File: src/rtl/rr_onehot_arbiter.sv
// Round-robin arbiter with bounded tenure, producing a registered one-hot select
// for the downstream one-hot mux; the owner keeps the grant while requesting, up to MAX_HOLD cycles.
module rr_onehot_arbiter #(
    parameter int NUM_REQ  = 4,
    parameter int MAX_HOLD = 4
) (
    input  logic                           clk,
    input  logic                           reset,
    input  logic [NUM_REQ-1:0]             req_i,
    output logic [NUM_REQ-1:0]             gnt_o,
    output logic                           gnt_valid_o,
    output logic [$clog2(NUM_REQ)-1:0]     gnt_id_o,
    output logic [$clog2(MAX_HOLD+1)-1:0]  tenure_o
);

    localparam int ID_W  = $clog2(NUM_REQ);
    localparam int TEN_W = $clog2(MAX_HOLD + 1);
    localparam logic [NUM_REQ-1:0] ONE    = NUM_REQ'(1);
    localparam logic [ID_W-1:0]    LAST   = ID_W'(NUM_REQ - 1);
    localparam logic [TEN_W-1:0]   MAX_T  = TEN_W'(MAX_HOLD);
    localparam logic [TEN_W-1:0]   TEN_1  = TEN_W'(1);

    typedef enum logic {
        IDLE  = 1'b0,
        GRANT = 1'b1
    } state_t;

    state_t               state_p0, state_nxt;
    logic [NUM_REQ-1:0]   gnt_p0, gnt_nxt;
    logic [ID_W-1:0]      id_p0, id_nxt;
    logic [TEN_W-1:0]     tenure_p0, tenure_nxt;
    logic [ID_W-1:0]      ptr_p0, ptr_nxt;
    logic [ID_W-1:0]      win;
    logic                 do_grant;

    // First set bit of mask searching upward from start, wrapping at NUM_REQ-1.
    function automatic logic [ID_W-1:0] arb(input logic [NUM_REQ-1:0] mask,
                                            input logic [ID_W-1:0]    start);
        logic [ID_W-1:0] sel;
        logic            found;
        int              idx;
        sel   = '0;
        found = 1'b0;
        for (int i = 0; i < NUM_REQ; i++) begin
            idx = int'(start) + i;
            if (idx >= NUM_REQ) idx = idx - NUM_REQ;
            if (!found && mask[idx[ID_W-1:0]]) begin
                sel   = idx[ID_W-1:0];
                found = 1'b1;
            end
        end
        return sel;
    endfunction

    always_comb begin
        win        = arb(req_i, ptr_p0);
        do_grant   = 1'b0;
        state_nxt  = state_p0;
        gnt_nxt    = gnt_p0;
        id_nxt     = id_p0;
        tenure_nxt = tenure_p0;
        ptr_nxt    = ptr_p0;

        case (state_p0)
            IDLE: begin
                if (|req_i) do_grant = 1'b1;
            end
            GRANT: begin
                if (req_i[id_p0] && (tenure_p0 < MAX_T)) begin
                    tenure_nxt = tenure_p0 + TEN_1;
                end else if (|req_i) begin
                    // Release or expiry: the pointer already sits past the owner,
                    // so the owner only wins again when it is the sole requester.
                    do_grant = 1'b1;
                end else begin
                    state_nxt  = IDLE;
                    gnt_nxt    = '0;
                    id_nxt     = '0;
                    tenure_nxt = '0;
                end
            end
            default: begin
                state_nxt = IDLE;
            end
        endcase

        if (do_grant) begin
            state_nxt  = GRANT;
            gnt_nxt    = ONE << win;
            id_nxt     = win;
            tenure_nxt = TEN_1;
            ptr_nxt    = (win == LAST) ? '0 : win + ID_W'(1);
        end
    end

    // Stage p0: all outputs come straight from these flops.
    always_ff @(posedge clk or posedge reset) begin
        if (reset) begin
            state_p0  <= IDLE;
            gnt_p0    <= '0;
            id_p0     <= '0;
            tenure_p0 <= '0;
            ptr_p0    <= '0;
        end else begin
            state_p0  <= state_nxt;
            gnt_p0    <= gnt_nxt;
            id_p0     <= id_nxt;
            tenure_p0 <= tenure_nxt;
            ptr_p0    <= ptr_nxt;
        end
    end

    assign gnt_o       = gnt_p0;
    assign gnt_valid_o = (state_p0 == GRANT);
    assign gnt_id_o    = id_p0;
    assign tenure_o    = tenure_p0;

endmodule

File: config.mk
export PLATFORM = sky130hd
export DESIGN_NAME = rr_onehot_arbiter
export DESIGN_NICKNAME = d
export VERILOG_FILES = /design/src/rtl/rr_onehot_arbiter.sv
export SDC_FILE = /design/constraint.sdc
export NUM_CORES = 1
export LEC_CHECK = 0
export CORE_MARGIN = 8
export CORE_UTILIZATION = 47
export CTS_CLUSTER_DIAMETER = 30
export DETAILED_ROUTE_END_ITERATION = 7
export HOLD_SLACK_MARGIN = 0.02
export PLACE_DENSITY = 0.8
export SKIP_LAST_GASP = 1
export SLEW_MARGIN = 20
export SYNTH_ARGS = -nofsm -noshare
export SYNTH_HDL_FRONTEND = slang
export SYNTH_SLANG_ARGS = --single-unit
File: constraint.sdc
create_clock -name clk -period 2.1 [get_ports clk]
set_clock_uncertainty 0.15 [all_clocks]
set_input_delay 0.21 -clock clk [delete_from_list [all_inputs] [get_ports clk]]
set_output_delay 0.21 -clock clk [all_outputs]
set_load 0.1 [all_outputs]
### Word level (Yosys, flattened, before mapping)

Index checks and enable logic that the tools add are counted.

* input bits: 6
* output and inout bits: 10
* bits in registers: 12

* mux-type cells: 40
* eq/ne operators: 4
* reduce and logical (&&, ||, !) cells: 11
* $add $sub $neg: 9
* bitwise operators: 1
* shifts and indexed selects: 1
* $lt $le $gt $ge: 10

Operators with widths (count)
* $mux 2: 13
* $mux 4: 4
* $lt 2x3->1 const B: 5
* $mux 1: 13
* $mux 3: 4
* $bmux 1 s2: 5
* $ge 3x3->1 const B: 3
* $sub 2x1->2 const B: 4
* $add 2x2->3 const B: 2
* $logic_and 1x1->1: 4
* $ne 2x2->1 const B: 2
* $reduce_or 4->1: 1
* $shl 1x2->4 const A: 1
* $add 2x1->3 const B: 1
* $add 3x1->3 const B: 1
* $ge 2x3->1 const B: 1
* $logic_not 1->1: 3
* $lt 3x3->1 const B: 1
* $ne 3x2->1 const B: 1
* $reduce_and 3->1: 1
* $add 2x1->2 const B: 1
* $eq 2x2->1 const B: 1
* $pmux 1 s2: 1
* $reduce_and 2->1: 1
* 2 further kinds: 2

### Longest topological paths before layout

Gate-level depths: netlist (run 1).

* depth after elaboration: 16
* mapped depth: 6
* depth with buffers taken out: 6

### Worst setup path after synthesis (run 1)

OpenSTA, ideal clock, no wires.

* kind: reg2reg
* from: register id_p0[0] (netlist: gnt_id_o[0])
* to: register ptr_p0[1]
* data required time: 1.825 ns
* path slack: -0.318 ns
* clock period less this slack: 2.418 ns
* setup time: 0.125 ns
* stages on the path, launching flop included: 6
* arrival time: 2.143 ns
* buffers on the path: 1
* cell sequence: dfrtp_1 -> mux2_2 -> a22o_4 -> nor2b_4 -> buf_6 -> mux2_4

* word-level cells in the longest chain between the ends: 5

RTL lines
* from (decl): line 30 `logic [ID_W-1:0] id_p0, id_nxt;`
* from (signal assigned): line 107 `id_p0 <= id_nxt;`
* $bmux 1 s2: line 69 `if (req_i[id_p0] && (tenure_p0 < MAX_T)) begin`
* $mux 1 (implied by the code): line 69
* $logic_and 1x1->1: line 69
* $mux 1: line 69
* $pmux 1 s2: line 64 `case (state_p0)`
* to (signal assigned): line 109 `ptr_p0 <= ptr_nxt;`
* to (decl): line 32 `logic [ID_W-1:0] ptr_p0, ptr_nxt;`

Every way passes these cells. The select of a mux whose other input is x is not followed.
A chain may end at the register's enable or synchronous reset.

### Worst setup path after layout (run 1)

Same ends and word-level chain as after synthesis.

==> summary.md, run 1 <==
| Metric | Value |
|---|---|
| Status | `finished, final reports clean` |
| Reg-to-reg endpoint | `ptr_p0[1]` |
| Post-synth net total | `68` |
| Vias in the first global route | `around 510` |
| Critical Path Max Stage Delay | `between 500 and 600 ps` |
| RSZ-0062 raised after global routing | `no` |
| Starting DRT DRC Count | `1` |
| Final Util | `0.665` |
| Fin. max-slew vios | `0` |
| DRT antenna net count | `0` |
| Worst Setup Path Type | `register to register` |
| Number of synthesized flops with an enable pin | `0` |
| Crit path DAT | `1880 ps` |
| Initial antenna violation count | `0` |
| Num rows | `13` |
| R2R Path Start | `gnt_id_o[0]` |
| Clock Latency Late Sink | `approximately 260 ps` |
| Worst Path Max Fanout | `7` |
| CTS Root Cell | `clkbuf_4` |
| DRT Pass-1 Iters | `2` |
| Crit path from | `gnt_id_o[0]` |
| Post-CTS Setup Bufs | `0` |
| Cts bufs inserted | `3` |
| Worst setup SP type | `register` |
| Clk pin slew, worst setup/hold paths | `80 ps` |
| Die H | `roughly 54 microns` |
| Synth area leaders | `dfrtp_1, ha_1, a22o_2, a22o_1, mux2_2` |
| First-pass GRT wire length | `between 2000 and 2500 microns` |
| Largest net degree at the start of global routing | `13` |
| Number of max-cap violations | `0` |
| Vias post-DR | `506` |
| Overall global routing resource usage | `0.102` |
| YS warnings | `0` |
| Slowest CP cell | `dfrtp_4` |
| Clock Sinks | `12` |
| Largest delay share family, worst path | `multiplexers` |
| DRT Wirelength | `1380 microns` |
| Core area | `1320 sq um` |
| Final net count | `slightly above 90` |
| Grt ovf | `0` |
| Worst-margin pin slew | `around 440 ps` |
| F_max | `between 0.5 and 0.6 GHz` |
| R2r setup slk | `220 ps` |
| Share of the synthesized area in the top cell type | `0.449` |
| Avg Inst Size Synth | `around 12 sq um` |
| Ratio of cells with drive above 1 in the final layout | `0.418` |
| Post-synthesis cell count | `between 50 and 60` |
| # IOs | `16` |
| Die width | `53.7 microns` |
| WP data required | `2100 ps` |
| CTS Hold Bufs | `0` |
| Critical-path cell list | `mux2_2 -> a22o_4 -> nor2b_4 -> mux2_4` |
| CTS tree | `done` |
| Hold crit path type | `input pin to async pin` |
| Ys async rst share | `1.00` |
| Synth Register Bits | `12` |
| CP Buf/Inv Count | `0` |
| Initial Utilization | `0.508` |
| Crit share post-route | `0.895` |
| Critical Path End Type | `register` |
| Clock tree buffer depth | `2` |
| Seq/Total Area, Yosys | `0.449` |
| Detail Placement HPWL | `1060 microns` |
| Mapped cell area | `669 sq um` |
| Post-cts repair resize count | `0` |
| Die Area | `2890 sq um` |
| Top FF cell, synth | `dfrtp_1` |
| Area delta synth->final | `30.8%` |
| Most instantiated cells after synthesis | `dfrtp_1, ha_1, a22o_2, inv_1` |
| Post-synth cell types | `24` |
| CTS H-Tree Depth | `1` |
| Levels on crit path | `4` |
| Setup crit end | `ptr_p0[1]` |
| # DRC | `0` |
| Routability congestion estimate | `approximately 0.77` |
| Final setup viols | `0` |
| Slew margin rel. | `0.709` |
| Antenna Cells | `0` |
| Wirelength per Cell | `14.7 microns` |
| Vias per std cell | `5.38` |
| Tmin final | `1880 ps` |
| Most common cell in the synthesized netlist | `dfrtp_1` |
| Number of port buffers | `15` |
| Final hold viol count | `0` |
| Synth area leader | `dfrtp_1` |
| Reg2reg path depth | `4` |
area by class of cell:
cell class	count	area (sq um)
Timing Repair Buffer	19	155
Fill cell	118	442
Multi-Input combinational cell	40	343
Sequential cell	12	308
Clock buffer	4	36.3
Inverter	4	15.0
Tap cell	15	18.8
routing by layer:
layer / track usage / routed length, microns / part of all wire / vias up
li1: - / - / - / 250
met1: 0.129 / 658 / 0.48 / 244
met2: 0.164 / 663 / 0.48 / 10
met3: 0.0165 / 46 / 0.033 / 2
met4: 0.0504 / 10 / 0.0073 / 0
met5: 0 / 0 / 0 / -
worst reg2reg max path, delay by kind of cell (launching register included):
family	cells	cell delay (ps)
AO/OA/AOI/OAI	1	280
multiplexers	2	620
AND/OR/NAND/NOR	1	220
flip-flops	1	510
state kept, by name, indices dropped and copies added (netlist names):
name / cells
gnt_valid_o: 1
tenure_o: 3
ptr_p0: 2
gnt_o: 4
gnt_id_o: 2
metrics by stage:
step | std cells | setup TNS [ps] | hold WS, ps | worst slack (ps) | cell area, sq um
global placement | 90 | 0 | 341 | 28.6 | 840
global route | 94 | 0 | 153 | 171 | 876
finish | 94 | 0 | 83.9 | 220 | 876
CTS | 94 | 0 | 102 | 221 | 876
detailed placement | 90 | -21.4 | 343 | -21.4 | 840
floorplan | 57 | 0 | -75.5 | 58.4 | 677
cell usage in the layout, fill, tap and decap left out, drive strengths merged:
cell type and count:
a21oi 3, ha 5, a22o 8, dfrtp 12
o21ai 3, or2 1, nand2 3, o22ai 1
nor3b 2, nor2b 1, clkbuf 4, nor2 2
o21a 1, or2b 1, buf 14, clkdlybuf4s50 5
mux2i 2, inv 4, or4 1, mux2 3
and3b 1, and2 1, nor3 1
worst min-delay path by stage:
| stage | from | cells past startpoint | slack (ps) | end |
|---|---|---|---|---|
| floorplan | reset | 1 | -80 | gnt_o[0] |
| global placement | gnt_o[2] | 1 | 340 | gnt_o[2] |
| detailed placement | gnt_o[3] | 1 | 340 | gnt_o[3] |
| CTS | reset | 2 | 100 | gnt_o[2] |
| global route | reset | 2 | 150 | gnt_o[1] |
| finish | reset | 2 | 80 | tenure_o[1] |
kinds of logic (layout without fill, tap and decap cells):
group / count (synthesis) / count (layout) / share of synthesized area
AND/OR/NAND/NOR: 14 / 14 / 0.142
AO/OA/AOI/OAI: 16 / 16 / 0.191
multiplexers: 5 / 5 / 0.0860
adder cells (fa/ha/maj): 5 / 5 / 0.0935
flip-flops: 12 / 12 / 0.449
buffers and inverters: 5 / 27 / 0.0392
Power of run 1 is not shown: default switching activity piles up to over one toggle a cycle in this logic, so the estimate is an artifact.
==> run 2, diff against run 1 <==
--- a/config.mk
+++ b/config.mk
@@ -8,6 +8,7 @@
 export CORE_MARGIN = 8
 export CORE_UTILIZATION = 47
 export CTS_CLUSTER_DIAMETER = 30
+export CTS_CLUSTER_SIZE = 8
 export DETAILED_ROUTE_END_ITERATION = 7
 export HOLD_SLACK_MARGIN = 0.02
 export PLACE_DENSITY = 0.8
==> constraint.sdc (replaced) <==
create_clock -name clk -period 1.88 [get_ports clk]
set_clock_uncertainty 0.15 [all_clocks]
set_input_delay 0.188 -clock clk [delete_from_list [all_inputs] [get_ports clk]]
set_output_delay 0.188 -clock clk [all_outputs]
set_load 0.1 [all_outputs]
==> run 2 against run 1 <==
First-iteration DRC count grew to 6.0 times the previous value. Fmax up 1.1%. Die area is the same. Register-to-register slack got worse by 200 ps. Global-route usage rose by 0.58 points. Critical endpoint unchanged.
==> summary.md, run 2 (synthesized netlist as in run 1, its figures left out) <==
| Metric | Value |
|---|---|
| Die Area | `just under 3000 sq um` |
| Hold crit path type | `input pin to async pin` |
| Vias post-DR | `541` |
| Clock Sinks | `12` |
| Vias in the first global route | `517` |
| Worst Setup Path Type | `register to register` |
| Slew margin rel. | `0.693` |
| Num rows | `13` |
| Commonest non-fill, non-tap cell in the layout | `buf_4` |
| Final net count | `100` |
| CTS Hold Bufs | `0` |
| First-pass GRT wire length | `2330 microns` |
| Area delta synth->final | `49.7%` |
| Inst Count DP | `94` |
| Cts bufs inserted | `3` |
| Core area | `1320 sq um` |
| CTS H-Tree Depth | `1` |
| Fin. max-slew vios | `0` |
| Antenna Cells | `0` |
| Commonest non-fill, non-tap cells in the layout | `buf_4, dfrtp_1, ha_1, clkdlybuf4s50_1` |
| Number of max-cap violations | `0` |
| Worst Path Max Fanout | `6` |
| Clock Latency Late Sink | `280 ps` |
| Ratio of cells with drive above 1 in the final layout | `0.489` |
| Detail Placement HPWL | `1050 microns` |
| CTS Root Cell | `clkbuf_4` |
| Final setup viols | `0` |
| # DRC | `0` |
| Critical Path End Type | `register` |
| WP data required | `1900 ps` |
| Crit share post-route | `0.988` |
| Post-Layout Cell Count | `103` |
| Starting DRT DRC Count | `6` |
| Overall global routing resource usage | `0.108` |
| Worst-margin pin slew | `460 ps` |
| Crit path DAT | `1880 ps` |
| CTS tree | `done` |
| Initial Utilization | `0.508` |
| DRT antenna net count | `0` |
| Routability congestion estimate | `0.747` |
| # IOs | `16` |
| Max reg flops | `4` |
| Grt ovf | `0` |
| Tmin final | `1860 ps` |
| Worst setup SP type | `register` |
| Layout filler cell count | `81` |
| Vias per std cell | `5.25` |
| Clock tree buffer depth | `2` |
| Clk pin slew, worst setup/hold paths | `80 ps` |
| Number of port buffers | `15` |
| Largest net degree at the start of global routing | `13` |
| Status | `finished, final reports clean` |
| DRT Wirelength | `1540 microns` |
| Die width | `53.7 microns` |
| Final hold viol count | `0` |
| F_max | `0.538 GHz` |
| DRT Pass-1 Iters | `4` |
| Wirelength per Cell | `about 15 microns` |
| Die H | `between 50 and 60 microns` |
| Initial antenna violation count | `0` |
| RSZ-0062 raised after global routing | `yes` |
==> run 2: cell types whose count changed in the layout (fill, tap and decap cells not counted), sizes merged <==
cell	before	now
buf	14	23
==> run 2: worst max-delay path: stages (launching register included) <==
cell     delay [ps]
dfrtp_4         510
mux2_4          310
a22o_4          260
nor2b_4         200
mux2_4          310
==> run 2: repair_timing <==
action | 4_1_cts | 5_1_grt
gates resized for setup | 0 | 2
buffers inserted | 0 | 5
setup endpoints to repair | 0 | 5
endpoints found under the hold margin | 0 | 0
==> run 2: path summary, 6_finish.rpt <==
path | slack, ps | startpoint | depth (start not counted) | endpoint
min | 60 | reset | 2 | gnt_id_o[0]
max | 20 | gnt_id_o[0] | 4 | ptr_p0[1]
min reg2reg | 360 | gnt_o[1] | 1 | gnt_o[1]
min in group clk | 360 | gnt_o[1] | 1 | gnt_o[1]
max reg2reg | 20 | gnt_id_o[0] | 4 | ptr_p0[1]
max in group asynchronous | 1170 | reset | 2 | gnt_id_o[0]
==> run 2: metal layers <==
layer | track usage | routed length [microns] | up-vias
met3 | 0.0413 | 86 | 2
li1 | - | - | 269
met4 | 0.0378 | 5 | 0
met1 | 0.137 | 719 | 256
met2 | 0.162 | 728 | 14
met5 | 0 | 0 | -
==> run 2: stage by stage <==
step | setup WS (ps) | utilization | instance area (sq um) | hold WS, ps | setup TNS [ps]
6_report | 21.7 | 0.761 | 1000 | 62.8 | 0
5_1_grt | -68.6 | 0.761 | 1000 | 111 | -89.2
4_1_cts | 14.4 | 0.731 | 963 | 75.9 | 0
3_5_place_dp | -207 | 0.704 | 927 | 335 | -1030
3_3_place_gp | -161 | 0.704 | 927 | 337 | -790
2_1_floorplan | -127 | - | 684 | -97.5 | -435
==> run 2: cell type report <==
| cell class | count | area, sq um | share of cell area |
|---|---|---|---|
| multi-input cells | 40 | 350 | 0.350 |
| flip-flops and latches | 12 | 309 | 0.308 |
| repair buffers | 28 | 273 | 0.272 |
| clock buffers | 4 | 36.3 | 0.0362 |
| well taps | 15 | 18.8 | 0.0187 |
| inverters | 4 | 15.0 | 0.0150 |
Power of run 2 is left out for the same reason.
==> RTL edit 1: new RTL, settings of run 2 <==
The parameter `MAX_HOLD` goes from 4 to 8.
--- a/src/rtl/rr_onehot_arbiter.sv
+++ b/src/rtl/rr_onehot_arbiter.sv
@@ -4,3 +4,3 @@
     parameter int NUM_REQ  = 4,
-    parameter int MAX_HOLD = 4
+    parameter int MAX_HOLD = 8
 ) (
Interface: changed (resized tenure_o); port bits go from 16 to 17. The function was not compared with the original's and may differ.
==> RTL edit 1 against run 2 <==
Synthesized cell count up 28%; sequential cell count up 1; synthesized area up 18%; routed wire length up 23%; utilization up 2.4 points; setup slack better by 0.035 ns; highest routed layer unchanged; cell area up 21%.
==> RTL edit 1: results (changes against run 2) <==
outcome: "finished clean"
drive_gt1_share_pct: 45.71  # -3.1 points
rr_worst_depth: 5  # +1
cp_data_arrival_time_ns: 1.83  # -0.05 ns
drtIter0Drc: 10  # +4
p_total_mw: 2.316
hpwl_mm: 1.479  # +40%
cpLargestDelayFamily: "compound AO/OA/AOI/OAI gates"
syn_nets: 84  # +24%
synth_fa_ha_area_share_pct: 7.937  # -1.4 points
netlist_top_cells_count: "13 x dfrtp_1, 7 x inv_1, 5 x a22o_1, 5 x ha_1, 5 x o21ai_0"
post_drt_wl_per_cell_um: 15.67  # +4.7%
dr_wl_met2_um: 920  # +26%
met1Wirelength_um: 831  # +16%
synth_compound_area_share_pct: 26.35  # +7.3 points
grtUsageTotal_pct: 11.83  # +1.1 points
pre_cts_ws_ns: -0.3135  # -0.1068 ns
cp_slowest_stage_delay_ns: 0.53  # +0.02 ns
rrSetupSlack_ns: 0.10  # +0.08 ns
dpl_cell_area_um2: 1169  # +26%
crit_slowest_cell: "clkdlybuf4s50_1"
synthMuxAreaShare_pct: 5.714  # -2.9 points
port-buffer-count: 16  # +1
synth_area_leaders: "dfrtp_1 41%, ha_1 7.9%, a22o_1 5.6%"
endpoint: "gnt_o[1]"
relSlewSlack_pct: 67.37  # -1.9 points
wl_met3_um: 112  # +30%
RTL edit 1: cell count changes after synthesis, moves of 3 or more:
| cell | change |
|---|---|
| a22o_2 | -4 |
| a21o_2 | +4 |
| nand3_1 | +3 |
| inv_1 | +3 |
RTL edit 1: layout make-up:
cell class	count	area [um2]	area share, %
Clock buffer	4	26.28	2.172
Inverter	8	30.03	2.482
Multi-Input combinational cell	51	465.4	38.47
Sequential cell	13	335.3	27.71
Tap cell	16	20.02	1.655
Timing Repair Buffer	29	332.8	27.51
RTL edit 1: cell families (layout without fill, tap and decap cells):
| family | Yosys count | count (layout) |
|---|---|---|
| AO/OA/AOI/OAI | 25 | 25 |
| AND/OR/NAND/NOR | 16 | 16 |
| flip-flops | 13 | 13 |
| buffers and inverters | 9 | 41 |
| adder cells (fa/ha/maj) | 5 | 5 |
| multiplexers | 4 | 4 |
| XOR/XNOR | 1 | 1 |
==> RTL edit 2: new RTL, config.mk and constraints of run 2 <==
Made on the original files. Make the reset (`reset`) synchronous in one clocked block.
--- a/src/rtl/rr_onehot_arbiter.sv
+++ b/src/rtl/rr_onehot_arbiter.sv
@@ -96,3 +96,3 @@
     // Stage p0: all outputs come straight from these flops.
-    always_ff @(posedge clk or posedge reset) begin
+    always_ff @(posedge clk) begin
         if (reset) begin
Check against the original RTL: differs if reset is asserted again (counterexample within 4 cycles, from zero or initial values and one cycle with reset high); with reset held inactive, the same outputs for 10 cycles.
==> RTL edit 2 against run 2 <==
Cell area down 10%; non-clock buffer count up 1; register-to-register slack better by 0.14 ns; routed wire length decreased by 4.9%; setup slack improved by 0.12 ns; maximum frequency rose by 7.2%; synthesized cell count rose by 19%; sequential cell count unchanged; synthesized area shrank 10%; final cell count grew 11%; critical path type is now primary input to flop; largest cell class unchanged.
==> RTL edit 2: results (changes against run 2) <==
path_max_fanout: 4  # -2
grt_start_max_net_pins: 9  # -4
grt_pass1_wl_mm: 2.622  # +12%
synth_area_leaders: "dfxtp_1 40%, ha_1 10%, a21oi_1 7.5%"
post-place-cells: 110  # +17%
filler_cell_count: 92  # +14%
drtIter0Drc: 10  # +4
outcome: "finished clean"
dr_wl_met2_um: 710  # -2.5%
async_flop_share_pct: 0  # -100 points
synth-seq-area-share_pct: 40.00  # -4.9 points
startpoint: "req_i[1]"
use_met3_pct: 4.274  # +0.14 points
tightest_slew_ns: 0.2848  # -0.1756 ns
met1Wirelength_um: 664  # -7.6%
synth_fa_ha_area_share_pct: 10.42  # +1.1 points
via_per_inst: 5.105  # -2.8%
cp_data_arrival_time_ns: 1.75  # -0.13 ns
drive_gt1_share_pct: 35.35  # -14 points
netlist_top_cells_count: "12 x dfxtp_1, 9 x a21oi_1, 7 x nor2_1"
wl_met3_um: 65  # -24%
wirelength_mm: 1.466  # -4.9%
grt_pass1_vias: 584  # +13%
hpwl_mm: 1.184  # +12%
synthDistinctLibCells: 25  # +4.2%
gp_congestion: 0.8127  # +8.9%
gr-usage-met1_pct: 15.13  # +1.4 points
syn_nets: 79  # +16%
reg2reg_from: "gnt_id_o[0]"
r2r_end: "gnt_id_o[0]"
crit_slowest_cell: "mux4_2"
dpl_cell_area_um2: 862.1  # -7.0%
post_drt_wl_per_cell_um: 12.86  # -14%
cp_slowest_stage_delay_ns: 0.48  # -0.03 ns
-- RTL edit 2: changes by cell type after synthesis, sizes merged, moves of 3 or more --
cell | run 2 | this run
a22o | 8 | 0
nor2 | 2 | 7
dfxtp | 0 | 12
nand2 | 3 | 6
mux2 | 3 | 0
dfrtp | 12 | 0
a21oi | 3 | 9
-- RTL edit 2: final cells by class --
type                       instances  area [um2]  area share [%]
clock buffer                       4       36.28           4.039
multi-input combinational         51       342.8           38.16
tap                               15       18.77           2.089
sequential                        12       246.5           27.44
timing repair buffer              29       242.7           27.02
inverter                           3       11.26           1.253
-- RTL edit 2: stage by stage --
step	power [mW]	hold WS, ns	worst slack (ns)	setup TNS [ns]
after floorplan	0.5643	0.1447	-0.1356	-0.8390
after global placement	0.6779	0.3175	-0.1118	-0.7074
after detailed placement	0.6818	0.3186	-0.1437	-1.193
after CTS	0.8886	0.3317	0.1415	0
after global routing	0.9379	0.3550	0.02271	0
final	0.8779	0.3315	0.1460	0
